<file path="src/rtl/capture_cmd_decoder_if.sv">
// Hub-side command bus of the capture command decoder: function code, strobe,
// argument registers in, result registers and status out.
interface capture_cmd_decoder_if;
    logic [7:0] command;
    logic       commandStrobe;
    logic [7:0] regIn0, regIn1, regIn2, regIn3, regIn4, regIn5, regIn6, regIn7;
    logic [7:0] regOut0, regOut1, regOut2, regOut3, regOut4, regOut5, regOut6, regOut7;
    logic [7:0] status;

    // Hub side drives commands and arguments.
    modport master (
        output command, commandStrobe,
        output regIn0, regIn1, regIn2, regIn3, regIn4, regIn5, regIn6, regIn7,
        input  regOut0, regOut1, regOut2, regOut3, regOut4, regOut5, regOut6, regOut7,
        input  status
    );

    // Decoder side returns results and status.
    modport slave (
        input  command, commandStrobe,
        input  regIn0, regIn1, regIn2, regIn3, regIn4, regIn5, regIn6, regIn7,
        output regOut0, regOut1, regOut2, regOut3, regOut4, regOut5, regOut6, regOut7,
        output status
    );
endinterface

</file>
<file path="src/rtl/capture_cmd_decoder.sv">
// Command front end of the logic capture block. Decodes hub function codes, holds
// buffer/trigger configuration, pulses capture-core strobes and returns read data.
// Every command ends with a two-phase ack: status[3] high until the hub sends ACK (08).
// Optional: define CAPTURE_CMD_DECODER_TIMEOUT_EN to bound the trace-data read wait
// to TIMEOUT_CLKS clocks (result 16'hDEAD and sticky error on expiry).
module capture_cmd_decoder #(
    parameter int unsigned SAMPLE_W     = 16,
    parameter int unsigned TIMEOUT_CLKS = 1024
) (
    input  logic                  clk,
    input  logic                  resetn,
    capture_cmd_decoder_if.slave  hub,
    output logic [31:0]           preTriggerCount,
    output logic [31:0]           totalSampleCount,
    output logic [15:0]           desiredPattern,
    output logic [15:0]           activeChannels,
    output logic [15:0]           dontCare,
    output logic [7:0]            edgeTriggerChannel,
    output logic                  edgeTriggerType,
    output logic                  edgeTriggerEnable,
    output logic                  patternTriggerEnable,
    output logic                  startPulse,
    output logic                  abortPulse,
    output logic                  captureResetPulse,
    input  logic                  captureRunning,
    input  logic                  captureDone,
    input  logic [31:0]           traceSize,
    input  logic [SAMPLE_W-1:0]   triggerSample,
    output logic                  bufRdReq,
    input  logic                  bufRdValid,
    input  logic [SAMPLE_W-1:0]   bufRdData
);

    localparam logic [7:0] CmdNop         = 8'h00;
    localparam logic [7:0] CmdStart       = 8'h01;
    localparam logic [7:0] CmdAbort       = 8'h02;
    localparam logic [7:0] CmdTrigCfg     = 8'h03;
    localparam logic [7:0] CmdBufCfg      = 8'h04;
    localparam logic [7:0] CmdReadData    = 8'h05;
    localparam logic [7:0] CmdReadSize    = 8'h06;
    localparam logic [7:0] CmdReadTrig    = 8'h07;
    localparam logic [7:0] CmdAck         = 8'h08;
    localparam logic [7:0] CmdReset       = 8'h09;
    localparam logic [7:0] CmdReadTrigAlt = 8'h10;

    typedef enum logic [1:0] {StIdle, StExec, StRdWait, StAckWait} state_e;

    state_e      state;
    logic [7:0]  cmdQ;
    logic [7:0]  argQ [8];
    logic [7:0]  regOutQ [8];
    logic        busyQ, runningQ, errorQ, ackQ, doneQ;

    logic [31:0] argPre, argTotal;
    logic [15:0] rdSample, trigSample16;
    logic        trigCfgBad, bufCfgBad;

`ifdef CAPTURE_CMD_DECODER_TIMEOUT_EN
    localparam int unsigned CntW = $clog2(TIMEOUT_CLKS + 1);
    logic [CntW-1:0] rdCnt;
`endif

    assign hub.status  = {3'b000, doneQ, ackQ, errorQ, runningQ, busyQ};
    assign hub.regOut0 = regOutQ[0];
    assign hub.regOut1 = regOutQ[1];
    assign hub.regOut2 = regOutQ[2];
    assign hub.regOut3 = regOutQ[3];
    assign hub.regOut4 = regOutQ[4];
    assign hub.regOut5 = regOutQ[5];
    assign hub.regOut6 = regOutQ[6];
    assign hub.regOut7 = regOutQ[7];

    // Argument views of the captured command and the legality checks for config writes.
    always_comb begin
        argPre       = {argQ[7], argQ[6], argQ[5], argQ[4]};
        argTotal     = {argQ[3], argQ[2], argQ[1], argQ[0]};
        rdSample     = 16'(bufRdData);
        trigSample16 = 16'(triggerSample);
        // Only 16 channels exist; an out-of-range channel matters only with edge enabled.
        trigCfgBad   = captureRunning || (argQ[7][1] && (argQ[6] >= 8'd16));
        bufCfgBad    = captureRunning || (argPre > argTotal) || (argTotal == 32'd0);
    end

    // Command FSM with registered status, strobes, configuration and results.
    always_ff @(posedge clk or negedge resetn) begin
        if (!resetn) begin
            state                <= StIdle;
            cmdQ                 <= 8'h00;
            busyQ                <= 1'b0;
            runningQ             <= 1'b0;
            errorQ               <= 1'b0;
            ackQ                 <= 1'b0;
            doneQ                <= 1'b0;
            startPulse           <= 1'b0;
            abortPulse           <= 1'b0;
            captureResetPulse    <= 1'b0;
            bufRdReq             <= 1'b0;
            preTriggerCount      <= 32'd0;
            totalSampleCount     <= 32'd0;
            desiredPattern       <= 16'h0000;
            activeChannels       <= 16'hFFFF;
            dontCare             <= 16'h0000;
            edgeTriggerChannel   <= 8'h00;
            edgeTriggerType      <= 1'b0;
            edgeTriggerEnable    <= 1'b0;
            patternTriggerEnable <= 1'b0;
            for (int i = 0; i < 8; i++) begin
                argQ[i]    <= 8'h00;
                regOutQ[i] <= 8'h00;
            end
`ifdef CAPTURE_CMD_DECODER_TIMEOUT_EN
            rdCnt <= '0;
`endif
        end else begin
            startPulse        <= 1'b0;
            abortPulse        <= 1'b0;
            captureResetPulse <= 1'b0;
            bufRdReq          <= 1'b0;
            runningQ          <= captureRunning;
            doneQ             <= captureDone;

            unique case (state)
                StIdle: begin
                    // ACK with nothing outstanding is dropped without comment.
                    if (hub.commandStrobe && (hub.command != CmdAck)) begin
                        state   <= StExec;
                        busyQ   <= 1'b1;
                        cmdQ    <= hub.command;
                        argQ[0] <= hub.regIn0;
                        argQ[1] <= hub.regIn1;
                        argQ[2] <= hub.regIn2;
                        argQ[3] <= hub.regIn3;
                        argQ[4] <= hub.regIn4;
                        argQ[5] <= hub.regIn5;
                        argQ[6] <= hub.regIn6;
                        argQ[7] <= hub.regIn7;
                        // Strobes are launched here so they are high exactly during EXEC.
                        case (hub.command)
                            CmdStart: begin
                                if (captureRunning) begin
                                    errorQ <= 1'b1;
                                end else begin
                                    startPulse <= 1'b1;
                                end
                            end
                            CmdAbort:    abortPulse        <= 1'b1;
                            CmdReset:    captureResetPulse <= 1'b1;
                            CmdReadData: bufRdReq          <= 1'b1;
                            default:     ;
                        endcase
                    end
                end

                StExec: begin
                    state <= StAckWait;
                    ackQ  <= 1'b1;
                    case (cmdQ)
                        CmdNop, CmdStart, CmdAbort: ;
                        CmdTrigCfg: begin
                            if (trigCfgBad) begin
                                errorQ <= 1'b1;
                            end else begin
                                desiredPattern       <= {argQ[1], argQ[0]};
                                activeChannels       <= {argQ[3], argQ[2]};
                                dontCare             <= {argQ[5], argQ[4]};
                                edgeTriggerChannel   <= argQ[6];
                                edgeTriggerType      <= argQ[7][2];
                                edgeTriggerEnable    <= argQ[7][1];
                                patternTriggerEnable <= argQ[7][0];
                            end
                        end
                        CmdBufCfg: begin
                            if (bufCfgBad) begin
                                errorQ <= 1'b1;
                            end else begin
                                preTriggerCount  <= argPre;
                                totalSampleCount <= argTotal;
                            end
                        end
                        CmdReadData: begin
                            // The sample may already be valid in the request cycle.
                            if (bufRdValid) begin
                                regOutQ[0] <= rdSample[7:0];
                                regOutQ[1] <= rdSample[15:8];
                                for (int i = 2; i < 8; i++) regOutQ[i] <= 8'h00;
                            end else begin
                                state <= StRdWait;
                                ackQ  <= 1'b0;
`ifdef CAPTURE_CMD_DECODER_TIMEOUT_EN
                                rdCnt <= '0;
`endif
                            end
                        end
                        CmdReadSize: begin
                            regOutQ[0] <= traceSize[7:0];
                            regOutQ[1] <= traceSize[15:8];
                            regOutQ[2] <= traceSize[23:16];
                            regOutQ[3] <= traceSize[31:24];
                            for (int i = 4; i < 8; i++) regOutQ[i] <= 8'h00;
                        end
                        CmdReadTrig, CmdReadTrigAlt: begin
                            regOutQ[0] <= trigSample16[7:0];
                            regOutQ[1] <= trigSample16[15:8];
                            for (int i = 2; i < 8; i++) regOutQ[i] <= 8'h00;
                        end
                        CmdReset: begin
                            errorQ               <= 1'b0;
                            preTriggerCount      <= 32'd0;
                            totalSampleCount     <= 32'd0;
                            desiredPattern       <= 16'h0000;
                            activeChannels       <= 16'hFFFF;
                            dontCare             <= 16'h0000;
                            edgeTriggerChannel   <= 8'h00;
                            edgeTriggerType      <= 1'b0;
                            edgeTriggerEnable    <= 1'b0;
                            patternTriggerEnable <= 1'b0;
                        end
                        default: errorQ <= 1'b1;
                    endcase
                end

                StRdWait: begin
                    if (bufRdValid) begin
                        state      <= StAckWait;
                        ackQ       <= 1'b1;
                        regOutQ[0] <= rdSample[7:0];
                        regOutQ[1] <= rdSample[15:8];
                        for (int i = 2; i < 8; i++) regOutQ[i] <= 8'h00;
                    end
`ifdef CAPTURE_CMD_DECODER_TIMEOUT_EN
                    else if (rdCnt == CntW'(TIMEOUT_CLKS - 1)) begin
                        state      <= StAckWait;
                        ackQ       <= 1'b1;
                        errorQ     <= 1'b1;
                        regOutQ[0] <= 8'hAD;
                        regOutQ[1] <= 8'hDE;
                        for (int i = 2; i < 8; i++) regOutQ[i] <= 8'h00;
                    end else begin
                        rdCnt <= rdCnt + 1'b1;
                    end
`endif
                end

                StAckWait: begin
                    if (hub.commandStrobe) begin
                        if (hub.command == CmdAck) begin
                            state <= StIdle;
                            ackQ  <= 1'b0;
                            busyQ <= 1'b0;
                        end else begin
                            errorQ <= 1'b1;
                        end
                    end
                end

                default: state <= StIdle;
            endcase
        end
    end

endmodule

</file>
<file path="src/flat_wrapper.sv">
// flat-port wrapper written by rule: the top's interface ports become plain ports
module capture_cmd_decoder_flat 
#(
    parameter int unsigned SAMPLE_W     = 16,
    parameter int unsigned TIMEOUT_CLKS = 1024
)
  (clk, resetn, preTriggerCount, totalSampleCount, desiredPattern, activeChannels, dontCare, edgeTriggerChannel, edgeTriggerType, edgeTriggerEnable, patternTriggerEnable, startPulse, abortPulse, captureResetPulse, captureRunning, captureDone, traceSize, triggerSample, bufRdReq, bufRdValid, bufRdData, hub_command, hub_commandStrobe, hub_regIn0, hub_regIn1, hub_regIn2, hub_regIn3, hub_regIn4, hub_regIn5, hub_regIn6, hub_regIn7, hub_regOut0, hub_regOut1, hub_regOut2, hub_regOut3, hub_regOut4, hub_regOut5, hub_regOut6, hub_regOut7, hub_status);
  capture_cmd_decoder_if hub_i ();
  input  logic clk;
  input  logic resetn;
  output logic [31:0] preTriggerCount;
  output logic [31:0] totalSampleCount;
  output logic [15:0] desiredPattern;
  output logic [15:0] activeChannels;
  output logic [15:0] dontCare;
  output logic [7:0] edgeTriggerChannel;
  output logic edgeTriggerType;
  output logic edgeTriggerEnable;
  output logic patternTriggerEnable;
  output logic startPulse;
  output logic abortPulse;
  output logic captureResetPulse;
  input  logic captureRunning;
  input  logic captureDone;
  input  logic [31:0] traceSize;
  input  logic [SAMPLE_W-1:0] triggerSample;
  output logic bufRdReq;
  input  logic bufRdValid;
  input  logic [SAMPLE_W-1:0] bufRdData;
  input wire logic [$bits(hub_i.command)-1:0] hub_command;
  input wire logic [$bits(hub_i.commandStrobe)-1:0] hub_commandStrobe;
  input wire logic [$bits(hub_i.regIn0)-1:0] hub_regIn0;
  input wire logic [$bits(hub_i.regIn1)-1:0] hub_regIn1;
  input wire logic [$bits(hub_i.regIn2)-1:0] hub_regIn2;
  input wire logic [$bits(hub_i.regIn3)-1:0] hub_regIn3;
  input wire logic [$bits(hub_i.regIn4)-1:0] hub_regIn4;
  input wire logic [$bits(hub_i.regIn5)-1:0] hub_regIn5;
  input wire logic [$bits(hub_i.regIn6)-1:0] hub_regIn6;
  input wire logic [$bits(hub_i.regIn7)-1:0] hub_regIn7;
  output wire logic [$bits(hub_i.regOut0)-1:0] hub_regOut0;
  output wire logic [$bits(hub_i.regOut1)-1:0] hub_regOut1;
  output wire logic [$bits(hub_i.regOut2)-1:0] hub_regOut2;
  output wire logic [$bits(hub_i.regOut3)-1:0] hub_regOut3;
  output wire logic [$bits(hub_i.regOut4)-1:0] hub_regOut4;
  output wire logic [$bits(hub_i.regOut5)-1:0] hub_regOut5;
  output wire logic [$bits(hub_i.regOut6)-1:0] hub_regOut6;
  output wire logic [$bits(hub_i.regOut7)-1:0] hub_regOut7;
  output wire logic [$bits(hub_i.status)-1:0] hub_status;
  assign hub_i.command = hub_command;
  assign hub_i.commandStrobe = hub_commandStrobe;
  assign hub_i.regIn0 = hub_regIn0;
  assign hub_i.regIn1 = hub_regIn1;
  assign hub_i.regIn2 = hub_regIn2;
  assign hub_i.regIn3 = hub_regIn3;
  assign hub_i.regIn4 = hub_regIn4;
  assign hub_i.regIn5 = hub_regIn5;
  assign hub_i.regIn6 = hub_regIn6;
  assign hub_i.regIn7 = hub_regIn7;
  assign hub_regOut0 = hub_i.regOut0;
  assign hub_regOut1 = hub_i.regOut1;
  assign hub_regOut2 = hub_i.regOut2;
  assign hub_regOut3 = hub_i.regOut3;
  assign hub_regOut4 = hub_i.regOut4;
  assign hub_regOut5 = hub_i.regOut5;
  assign hub_regOut6 = hub_i.regOut6;
  assign hub_regOut7 = hub_i.regOut7;
  assign hub_status = hub_i.status;
  capture_cmd_decoder #(.SAMPLE_W(SAMPLE_W), .TIMEOUT_CLKS(TIMEOUT_CLKS)) u_core (.clk(clk), .resetn(resetn), .hub(hub_i), .preTriggerCount(preTriggerCount), .totalSampleCount(totalSampleCount), .desiredPattern(desiredPattern), .activeChannels(activeChannels), .dontCare(dontCare), .edgeTriggerChannel(edgeTriggerChannel), .edgeTriggerType(edgeTriggerType), .edgeTriggerEnable(edgeTriggerEnable), .patternTriggerEnable(patternTriggerEnable), .startPulse(startPulse), .abortPulse(abortPulse), .captureResetPulse(captureResetPulse), .captureRunning(captureRunning), .captureDone(captureDone), .traceSize(traceSize), .triggerSample(triggerSample), .bufRdReq(bufRdReq), .bufRdValid(bufRdValid), .bufRdData(bufRdData));
endmodule
</file>
<file path="config.mk">
export PLATFORM = sky130hd
export DESIGN_NAME = capture_cmd_decoder_flat
export DESIGN_NICKNAME = d
export VERILOG_FILES = /design/src/rtl/capture_cmd_decoder_if.sv /design/src/rtl/capture_cmd_decoder.sv /design/src/flat_wrapper.sv
export SDC_FILE = /design/constraint.sdc
export NUM_CORES = 1
export LEC_CHECK = 0
export CAP_MARGIN = 10
export CORE_AREA = 4 4 201 203
export CTS_CLUSTER_DIAMETER = 120
export DETAILED_ROUTE_END_ITERATION = 12
export DIE_AREA = 0 0 205 207
export GPL_TIMING_DRIVEN = 0
export HOLD_SLACK_MARGIN = 0.06
export MAX_ROUTING_LAYER = met4
export PLACE_DENSITY = 0.52
export REMOVE_ABC_BUFFERS = 1
export SLEW_MARGIN = 20
export SYNTH_ARGS = -nofsm -noshare
export SYNTH_HDL_FRONTEND = slang
export SYNTH_SLANG_ARGS = --single-unit
</file>
<file path="constraint.sdc">
create_clock -name clk -period 4.08 [get_ports clk]
set_input_delay 0.816 -clock clk [delete_from_list [all_inputs] [get_ports clk]]
set_output_delay 0.816 -clock clk [all_outputs]
set_load 0.1 [all_outputs]
</file>
==> results.py, run 1 <==
metrics = {
    "synth": {
        "syn_inst": 988,
        "synth_top_area_share_pct": 55.6,
        "yosysWarnings": 0,
        "yosysSeqAreaShare_pct": 59.2,
        "avgSynthCellArea_um2": 11.6,
        "synthDistinctLibCells": 55,
        "synth_top_cell_by_area": "dfrtp_1",
        "syn_area_um2": 11400,
        "synth-seq-cells": 270,
        "synthTopCellsByArea": "dfrtp_1 (56%), mux2_2 (7.2%), a22o_1 (6.2%)",
        "synthArstFlopShare_pct": 100,
        "synth-edff-count": 0,
        "synth_ff_type": "dfrtp_1",
    },
    "sta": {
        "setup_viol": 0,
        "fin_ws_ps": 441,
        "hold_violations": 0,
        "finClkSkew_ps": 8.64,
        "period_minus_slack_ps": 3640,
        "hold_ws_ps": 123,
        "fin_crit_sh_pct": 89.2,
        "grt_setup_unrepaired": "false",
        "worstMarginPinSlew_ps": 1080,
        "relSlewSlack_pct": 27.9,
        "slew_violations": 0,
        "fmax_mhz": 275,
        "setup_tns_ps": 0,
    },
    "cells_and_area": {
        "drive_above_1_share_pct": 12.6,
        "layout.nets": 1490,
        "seq_area_um2": 6780,
        "final_util_pct": 43.0,
        "area_growth_pct": 44.6,
        "multi_input_area_um2": 4240,
        "fill_cells": 3697,
    },
    "pwr": {
        "power_density_nw_per_um2": 731,
        "leakagePower_nw": 7.43,
        "worst_ir_drop_vdd_v": 0.000422,
    },
    "clocking": {
        "cts.hold.buffers_added": 0,
        "cts-resized-gates": 0,
        "clkLatencyLatePin_ps": 550,
        "cts_setup_buffers": 0,
        "cts_made_buffers": 31,
        "clk_path_buf_depth": 3,
        "root_buffer": "clkbuf_16",
        "cts_tree": "built",
        "cts_max_level": 1,
        "clock_sinks": 270,
        "path_clk_slew_ps": 60,
    },
    "placement": {
        "dp_slack_ps": 246,
        "numPortBuffers": 337,
        "dp_hpwl_um": 26400,
        "gp_congestion": 0.797,
    },
    "drt": {
        "ant_nets": 0,
        "drt_iter0_drc": 415,
        "via_count": 8736,
        "drc": 0,
        "drt-wirelength-per-cell_um": 19.9,
        "drt-pass1-iter-count": 5,
        "routed_wl_um": 36900,
        "viasPerCell": 4.71,
    },
    "global_route": {
        "grt_max_degree": 95,
        "grt_antenna_before_repair": 1,
        "grt_pass1_vias": 8937,
        "track_usage_pct": 17.4,
        "grt-ovfl-total": 0,
        "grt_pass1_wl_um": 56700,
    },
    "floorplan": {
        "start_util_pct": 29.7,
        "row_count": 72,
        "die-height_um": 207,
        "dieArea_um2": 42400,
        "die_w_um": 205,
        "io_pins": 341,
        "core-area_um2": 38500,
    },
    "setup_path": {
        "critical_path.max_fanout": 9,
        "required_ps": 4510,
        "end_kind": "flop",
        "worst_ep_arrival_time_ps": 4070,
        "critical_path_class": "flop to flop",
        "start_kind": "flop",
    },
    "min_path": {
        "hold_path.class": "primary input to async pin",
    },
    "run": {
        "maxCapViolCount": 0,
    },
    "run_status": {
        "status": "finished clean",
    },
}
metal layers:
metal	vias to the layer above	GRT usage, %	routed length (um)
li1	4120	-	-
met1	4333	23.1	16400
met2	223	27.0	17300
met3	60	4.00	2290
met4	0	4.71	990
met5	-	-	0
kinds of logic after synthesis:
kind of cell	share of synthesized area, %
simple gates	13.8
mux	7.41
compound gates	11.3
other cells	0.0328
flops	59.2
buf+inv	4.29
fa+ha+maj	3.94
path summary, 6_finish.rpt:
path                                           start                         to  depth (start not counted)  slack [ps]
min in group clk           u_core.desiredPattern[14]  u_core.desiredPattern[14]                          2         460
max                                  u_core.argQ[51]              u_core.errorQ                         11         440
max in group asynchronous                     resetn   u_core.activeChannels[2]                          3        2810
max reg2reg                          u_core.argQ[51]              u_core.errorQ                         11         440
min reg2reg                u_core.desiredPattern[14]  u_core.desiredPattern[14]                          2         460
min                                           resetn      u_core.hub.regOut5[0]                          1         120
cell usage after synthesis (2+ instances only):
library cell and count:
nand3_1 49, a31oi_1 3, nand4_1 11, and2_1 34
nor4_1 13, dfrtp_1 254, nor2_1 58, nor4b_1 2
or3_1 3, nand2b_1 4, a22o_1 81, buf_4 8
nor3_1 20, ha_1 36, o21bai_1 2, a22oi_1 18
buf_2 13, mux2_2 73, buf_6 8, nor3b_1 3
a21o_1 5, nand2_1 116, o21ai_0 21, a21oi_1 34
inv_1 36, nor2b_1 4, clkbuf_1 35, dfstp_2 16
or4_4 2
layout make-up:
type                            instances  share of cell area, %
Antenna cell                            1                 0.0151
Sequential cell                       270                   41.0
Clock buffer                           47                   5.30
Clock inverter                         10                  0.923
Inverter                               36                  0.817
Multi-Input combinational cell        618                   25.6
Tap cell                              518                   3.92
Timing Repair Buffer                  355                   22.4
registers in the layout, indices dropped and copies added (netlist names), 16 cells and up:
register,count
u_core.argQ,32
u_core.desiredPattern,16
u_core.preTriggerCount,32
u_core.dontCare,16
u_core.argPre,32
u_core.totalSampleCount,32
u_core.activeChannels,16
cell usage in the layout (no fill, tap or decap), types with 16 or more instances in the layout:
| master | n |
|---|---|
| clkdlybuf4s50_1 | 336 |
| dfrtp_1 | 254 |
| nand2_1 | 115 |
| a22o_1 | 81 |
| mux2_2 | 73 |
| nor2_1 | 57 |
| nand3_1 | 48 |
| inv_1 | 36 |
| ha_1 | 36 |
| a21oi_1 | 34 |
| and2_1 | 33 |
| clkbuf_16 | 31 |
| o21ai_0 | 21 |
| nor3_1 | 19 |
| a22oi_1 | 18 |
| dfstp_2 | 16 |
power breakdown:
part,switching (W),internal (W),total (W)
Combinational,0.00353,0.00162,0.00515
Sequential,0.000726,0.00338,0.00411
Clock,0.00111,0.00172,0.00283
Total,0.00536,0.00673,0.0121
critical path, cell delays in order, from the launching register on:
cell and delay [ps]:
dfrtp_1 460, inv_1 70, ha_1 320, nand4_1 190, nor4_1 710, nand2b_1 190
a31oi_1 110, nor3_2 630, buf_6 250, buf_4 190, nor3_1 80, mux2_4 300
per-stage QoR:
stage	instance area, um2	total power, W	cells
2_1_floorplan	11100	0.00772	924
5_1_grt	16500	0.0127	1855
3_3_place_gp	15100	0.00926	1779
4_1_cts	16500	0.0123	1854
3_5_place_dp	15500	0.00935	1797
6_report	16500	0.0121	1855
(Power assumes the default switching activity.)
==> run 2: changes to the inputs <==
Settings changed: GPL_ROUTABILITY_DRIVEN set to 0.
Clock period 4.08 ns to 3.4 ns, I/O delays scaled along.
==> results.py, run 2 (synthesis gave the netlist of run 1 again) <==
metrics = {
    "clocking": {
        "clk_path_buf_depth": 3,
        "root_buffer": "clkbuf_16",
        "clock_sinks": 270,
        "clkLatencyLatePin_ps": 550,
        "cts_max_level": 1,
        "cts_tree": "built",
        "cts_made_buffers": 31,
        "path_clk_slew_ps": 60,
        "cts_setup_buffers": 0,
    },
    "placement": {
        "dp.cells": 1797,
        "dpl_cell_area_um2": 15500,
        "dp_hpwl_um": 26400,
        "numPortBuffers": 337,
    },
    "setup_path": {
        "crit_start": "u_core.argQ[63]",
        "worst_ep_arrival_time_ps": 3700,
        "r2r_cells": 11,
        "end_kind": "flop",
        "critical_path.max_fanout": 9,
        "required_ps": 3830,
        "start_kind": "flop",
        "critPathCapture": "u_core.errorQ",
        "reg2reg_from": "u_core.argQ[63]",
        "reg2reg_to": "u_core.errorQ",
        "critical_path_class": "flop to flop",
        "reg2reg_slack_ps": 130,
    },
    "drt": {
        "drt_iter0_drc": 384,
        "viasPerCell": 4.70,
        "drt-wirelength-per-cell_um": 19.9,
        "drt-pass1-iter-count": 5,
        "ant_nets": 0,
        "routed_wl_um": 37000,
        "drc": 0,
        "via_count": 8730,
    },
    "pwr": {
        "leakagePower_nw": 7.47,
        "comb_power_share_pct": 42.9,
        "p_sw_share_pct": 44.5,
        "power_density_nw_per_um2": 877,
        "worst_ir_drop_vdd_v": 0.000510,
        "power_switching_w": 0.00649,
        "finalPower_w": 0.0146,
        "clkPwrFrac_pct": 23.3,
        "power_report.internal_total_w": 0.00808,
        "share_seq_of_total_power_pct": 33.8,
    },
    "global_route": {
        "grt-ovfl-total": 0,
        "grt_max_degree": 95,
        "grt_pass1_vias": 8963,
        "grt_pass1_wl_um": 56800,
        "grt_antenna_before_repair": 1,
        "track_usage_pct": 17.4,
    },
    "min_path": {
        "hold_start": "u_core.desiredPattern[14]",
        "hold_path.class": "flop to flop",
    },
    "floorplan": {
        "start_util_pct": 29.7,
        "core-area_um2": 38500,
        "die_w_um": 205,
        "io_pins": 341,
        "row_count": 72,
        "die-height_um": 207,
        "dieArea_um2": 42400,
    },
    "sta": {
        "setup_viol": 0,
        "finClkSkew_ps": 9.56,
        "worstMarginPinSlew_ps": 1080,
        "slew_violations": 0,
        "grt_setup_unrepaired": "false",
        "period_minus_slack_ps": 3270,
        "relSlewSlack_pct": 28.0,
        "fmax_mhz": 306,
        "setup_tns_ps": 0,
        "hold_violations": 0,
        "fin_crit_sh_pct": 96.2,
    },
    "run": {
        "maxCapViolCount": 0,
    },
    "cells_and_area": {
        "final_common_cell": "clkdlybuf4s50_1",
        "area_growth_pct": 45.2,
        "final_cell_mix": "clkdlybuf4s50_1 (336), dfrtp_1 (254), nand2_1 (115), a22o_1 (81), mux2_2 (73)",
        "drive_above_1_share_pct": 12.9,
        "layout.nets": 1491,
        "final_cells": 1856,
        "fill_cells": 3689,
        "stdcell_area_um2": 16600,
        "seq_area_um2": 6780,
        "final_util_pct": 43.2,
        "multi_input_area_um2": 4300,
    },
    "run_status": {
        "status": "finished clean",
    },
}
run 2: changes by cell type in the layout (fill, tap and decap cells not counted):
| cell | before | now |
|---|---|---|
| nor3_4 | 0 | 1 |
| nor3_1 | 19 | 18 |
| nand4bb_4 | 0 | 1 |
| dlygate4sd3_1 | 0 | 1 |
| a31oi_2 | 0 | 1 |
| nor4_4 | 0 | 2 |
| nand4bb_2 | 1 | 0 |
| nor2_4 | 1 | 2 |
| a31oi_1 | 3 | 2 |
| nor4_1 | 13 | 11 |
| nor2_2 | 2 | 1 |
run 2: how the worst min path moves through the flow:
| stage | cells after the start | slack, ps | endpoint |
|---|---|---|---|
| after floorplan | 0 | 380 | u_core.abortPulse |
| after global placement | 2 | 450 | u_core.edgeTriggerEnable |
| after detailed placement | 2 | 450 | u_core.dontCare[15] |
| after CTS | 2 | 470 | u_core.desiredPattern[14] |
| after global routing | 2 | 480 | u_core.edgeTriggerChannel[0] |
| final | 2 | 460 | u_core.desiredPattern[14] |
run 2: worst max-delay path, cell delays in order, from the launching register on:
cell     delay, ps
dfrtp_1        450
inv_1           70
ha_1           310
nand4_1        250
or3_1          440
a21o_1         170
a31oi_2        380
nor3_4         140
buf_6          180
buf_4          180
nor3_1         250
mux2_4         320
run 2: power by group through the flow:
| stage | Clock [W] | Sequential [W] | Combinational, W |
|---|---|---|---|
| after floorplan | 0 | 0.00727 | 0.00200 |
| after global placement | 0 | 0.00498 | 0.00614 |
| after detailed placement | 0 | 0.00499 | 0.00624 |
| after CTS | 0.00351 | 0.00494 | 0.00629 |
| after global routing | 0.00363 | 0.00507 | 0.00665 |
| final | 0.00339 | 0.00493 | 0.00624 |
run 2: area by class of cell:
type | instances | area share (%)
well taps | 518 | 3.90
flip-flops and latches | 270 | 40.8
inverters | 36 | 0.814
multi-input cells | 618 | 25.9
repair buffers | 356 | 22.4
clock inverters | 10 | 0.919
clock buffers | 47 | 5.27
diodes | 1 | 0.0151
run 2: per-stage QoR:
step                hold slack (ps)  setup WS (ps)
floorplan                       384          -2390
global placement                451         -10700
detailed placement              455           -298
CTS                             468            103
global route                    485           4.49
finish                          461            129
run 2: metal layers:
layer | routed length, um | global-route usage, % | up-vias | share of wire, %
met5 | 0 | - | - | 0
met4 | 1010 | 4.74 | 0 | 2.7
met3 | 2320 | 4.00 | 61 | 6.3
met2 | 17200 | 27.0 | 226 | 46
met1 | 16500 | 23.2 | 4318 | 45
li1 | - | - | 4125 | -
run 2: timing repair:
item                       CTS  global route
setup endpoints to repair  115            96
gates resized for setup      6             3
hold endpoints to repair    30             0
hold buffers                 1             0
pin swaps                    0             1
==> run 3: changes to the inputs <==
Settings changed: HOLD_SLACK_MARGIN 0.06 to 0.05.
==> results of run 3 <==
No change in the layout: final DEF, timing and power equal those of run 2.
==> variant (settings of run 2) <==
`SAMPLE_W` is set to 16 in 2 places; all go to 12.
--- a/src/rtl/capture_cmd_decoder.sv
+++ b/src/rtl/capture_cmd_decoder.sv
@@ -6,3 +6,3 @@
 module capture_cmd_decoder #(
-    parameter int unsigned SAMPLE_W     = 16,
+    parameter int unsigned SAMPLE_W     = 12,
     parameter int unsigned TIMEOUT_CLKS = 1024
--- a/src/flat_wrapper.sv
+++ b/src/flat_wrapper.sv
@@ -3,3 +3,3 @@
 #(
-    parameter int unsigned SAMPLE_W     = 16,
+    parameter int unsigned SAMPLE_W     = 12,
     parameter int unsigned TIMEOUT_CLKS = 1024
Ports: changed (resized bufRdData and triggerSample); port bits go from 341 to 333. No check against the original RTL was run, so the function may have changed too.
==> variant against run 2 <==
  * Critical path depth down 5
  * Wire length up 3.5%
  * Design area up 0.60%
  * Sequential cell count unchanged
  * Sequential power up 6.5%
  * Power up 26%
  * Synthesized area up 2.1%
  * Worst setup slack better by 0.083 ns
  * Via count up 3.8%
  * Count of clock-buffer cells in the layout up 2
  * Critical endpoint is now u_core.hub.regOut2[3]
  * Highest routed layer unchanged
==> variant: results (changes against run 2) <==
[clock_network]
numCtsBuffers=31  ; unchanged
cts_root_buffer=clkbuf_16
htreeDepth=1  ; unchanged
clkTransAtPathRegs_ns=0.06  ; about the same
clock_latency_ns=0.57  ; +0.02 ns
cts.path.max_buffers=3  ; unchanged

[drt]
first_iter_violations=424  ; +10%
post_drt_wl_per_cell_um=19.9  ; -0.11%
vias=9063  ; +3.8%
final_antenna_net_count=0  ; unchanged
drt_first_pass_iters=4  ; -1

[cells_and_area]
fillers=3685  ; -0.11%
drive_above_1_share_pct=12.7  ; -0.25 points
fin_nets=1548  ; +3.8%

[place]
numPortBuffers=329  ; -2.4%
dp_hpwl_mm=27.0  ; +2.0%

[sta]
slew_headroom_pct=26.9  ; -1.1 points
slew_viol_final=0  ; unchanged
clock_skew_ns=0.0125  ; +0.00293 ns

[global_route]
grt_pass1_vias=9438  ; +5.3%
antenna_found_initial=2  ; +1
grt_use_total_pct=18.2  ; +0.77 points
grt_first_pass_wirelength_mm=59.2  ; +4.3%
grt_max_degree=94  ; -1.1%

[worst_setup_path]
end_kind=register
ff2ff_path_depth=6  ; -5
slowest_delay_ns=0.77  ; +0.32 ns
reg2reg_to=u_core.hub.regOut2[3]
cp_top_family=simple AND/OR/NAND/NOR gates
crit_fanout=45  ; +36
arrival_ns=3.64  ; -0.06 ns
cpMaxStageDelayCell=nor4b_4
r2r_setup_slack_ns=0.21  ; +0.08 ns
crit_start=u_core.cmdQ[3]

[synth]
synth_edf_count=0  ; unchanged
synthTopCellsByArea=dfrtp_1, mux2_2, nand2_1
synth_cell_types=58  ; +5.5%
async_flop_share_pct=100  ; unchanged
synthTopCellsByCount=dfrtp_1, nand2_1, mux2_2, nand3_1
yosys_warnings=0  ; unchanged
ys.flop_type=dfrtp_1
seq_area_frac_synth_pct=58.0  ; -1.2 points

[pwr]
ir_drop_mv=0.567  ; +11%
leakage_uw=0.00743  ; -0.57%

[status]
status=finished, final reports clean

[worst_hold_path]
min_path_type=input port to async pin

variant: report_power, final:
part           internal [uW]  total (uW)  leakage (uW)  switching (uW)
combinational           2620        9740       0.00370            7120
sequential              4350        5250       0.00323             900
clock                   1980        3320      0.000494            1340
total                   8960       18300       0.00743            9350
variant: logic make-up after synthesis:
| logic type | synth area share [%] |
|---|---|
| buf+inv | 4.40 |
| mux | 9.88 |
| compound gates | 8.84 |
| simple gates | 14.9 |
| flops | 58.0 |
| other cells | 0.0321 |
| fa+ha+maj | 3.86 |
| xor+xnor | 0.0750 |
variant: per-stage QoR:
stage               cells  utilization, %  hold slack [ns]  setup WS (ns)  area (um2)
floorplan             990               -            0.384          -2.01       11300
global placement     1837            39.7            0.453         -10.71       15300
detailed placement   1860            40.7            0.456         -0.564       15700
CTS                  1921            43.4            0.143          0.199       16700
global route         1923            43.4            0.174        0.00644       16700
finish               1923            43.4            0.138          0.212       16700
variant: worst register-to-register path: cells and delay by family, from the launching register on:
kind	cells	cell delay, ns
AOI/OAI and AO/OA	3	0.96
buffers and inverters	1	0.26
DFF	1	0.40
and+or+nand+nor	2	1.46
variant: worst min-delay path by stage:
| stage | end | slack [ns] | cells after the start |
|---|---|---|---|
| 2_1_floorplan | u_core.abortPulse | 0.38 | 0 |
| 3_3_place_gp | u_core.dontCare[3] | 0.45 | 2 |
| 3_5_place_dp | u_core.dontCare[13] | 0.46 | 2 |
| 4_1_cts | u_core.argPre[6] | 0.14 | 1 |
| 5_1_grt | u_core.dontCare[6] | 0.17 | 1 |
| 6_report | u_core.argPre[6] | 0.14 | 1 |
variant: area by class of cell:
| class | count | area (um2) | area share [%] |
|---|---|---|---|
| clock inverters | 9 | 104 | 0.621 |
| well taps | 518 | 648 | 3.88 |
| repair buffers | 354 | 3660 | 21.9 |
| inverters | 41 | 154 | 0.921 |
| clock buffers | 49 | 913 | 5.47 |
| diodes | 2 | 5.00 | 0.0299 |
| flip-flops and latches | 270 | 6780 | 40.6 |
| multi-input cells | 680 | 4450 | 26.6 |
variant: what timing repair did:
item,CTS,global route
setup endpoints to repair,38,0
setup buffers,2,0
gates resized for setup,2,0
variant: per-layer routing:
metal	GRT usage (%)	up-vias	wire (um)
met4	3.86	0	890
met5	-	-	0
met3	3.94	58	2280
li1	-	4311	-
met1	24.5	4471	17100
met2	28.5	223	18000
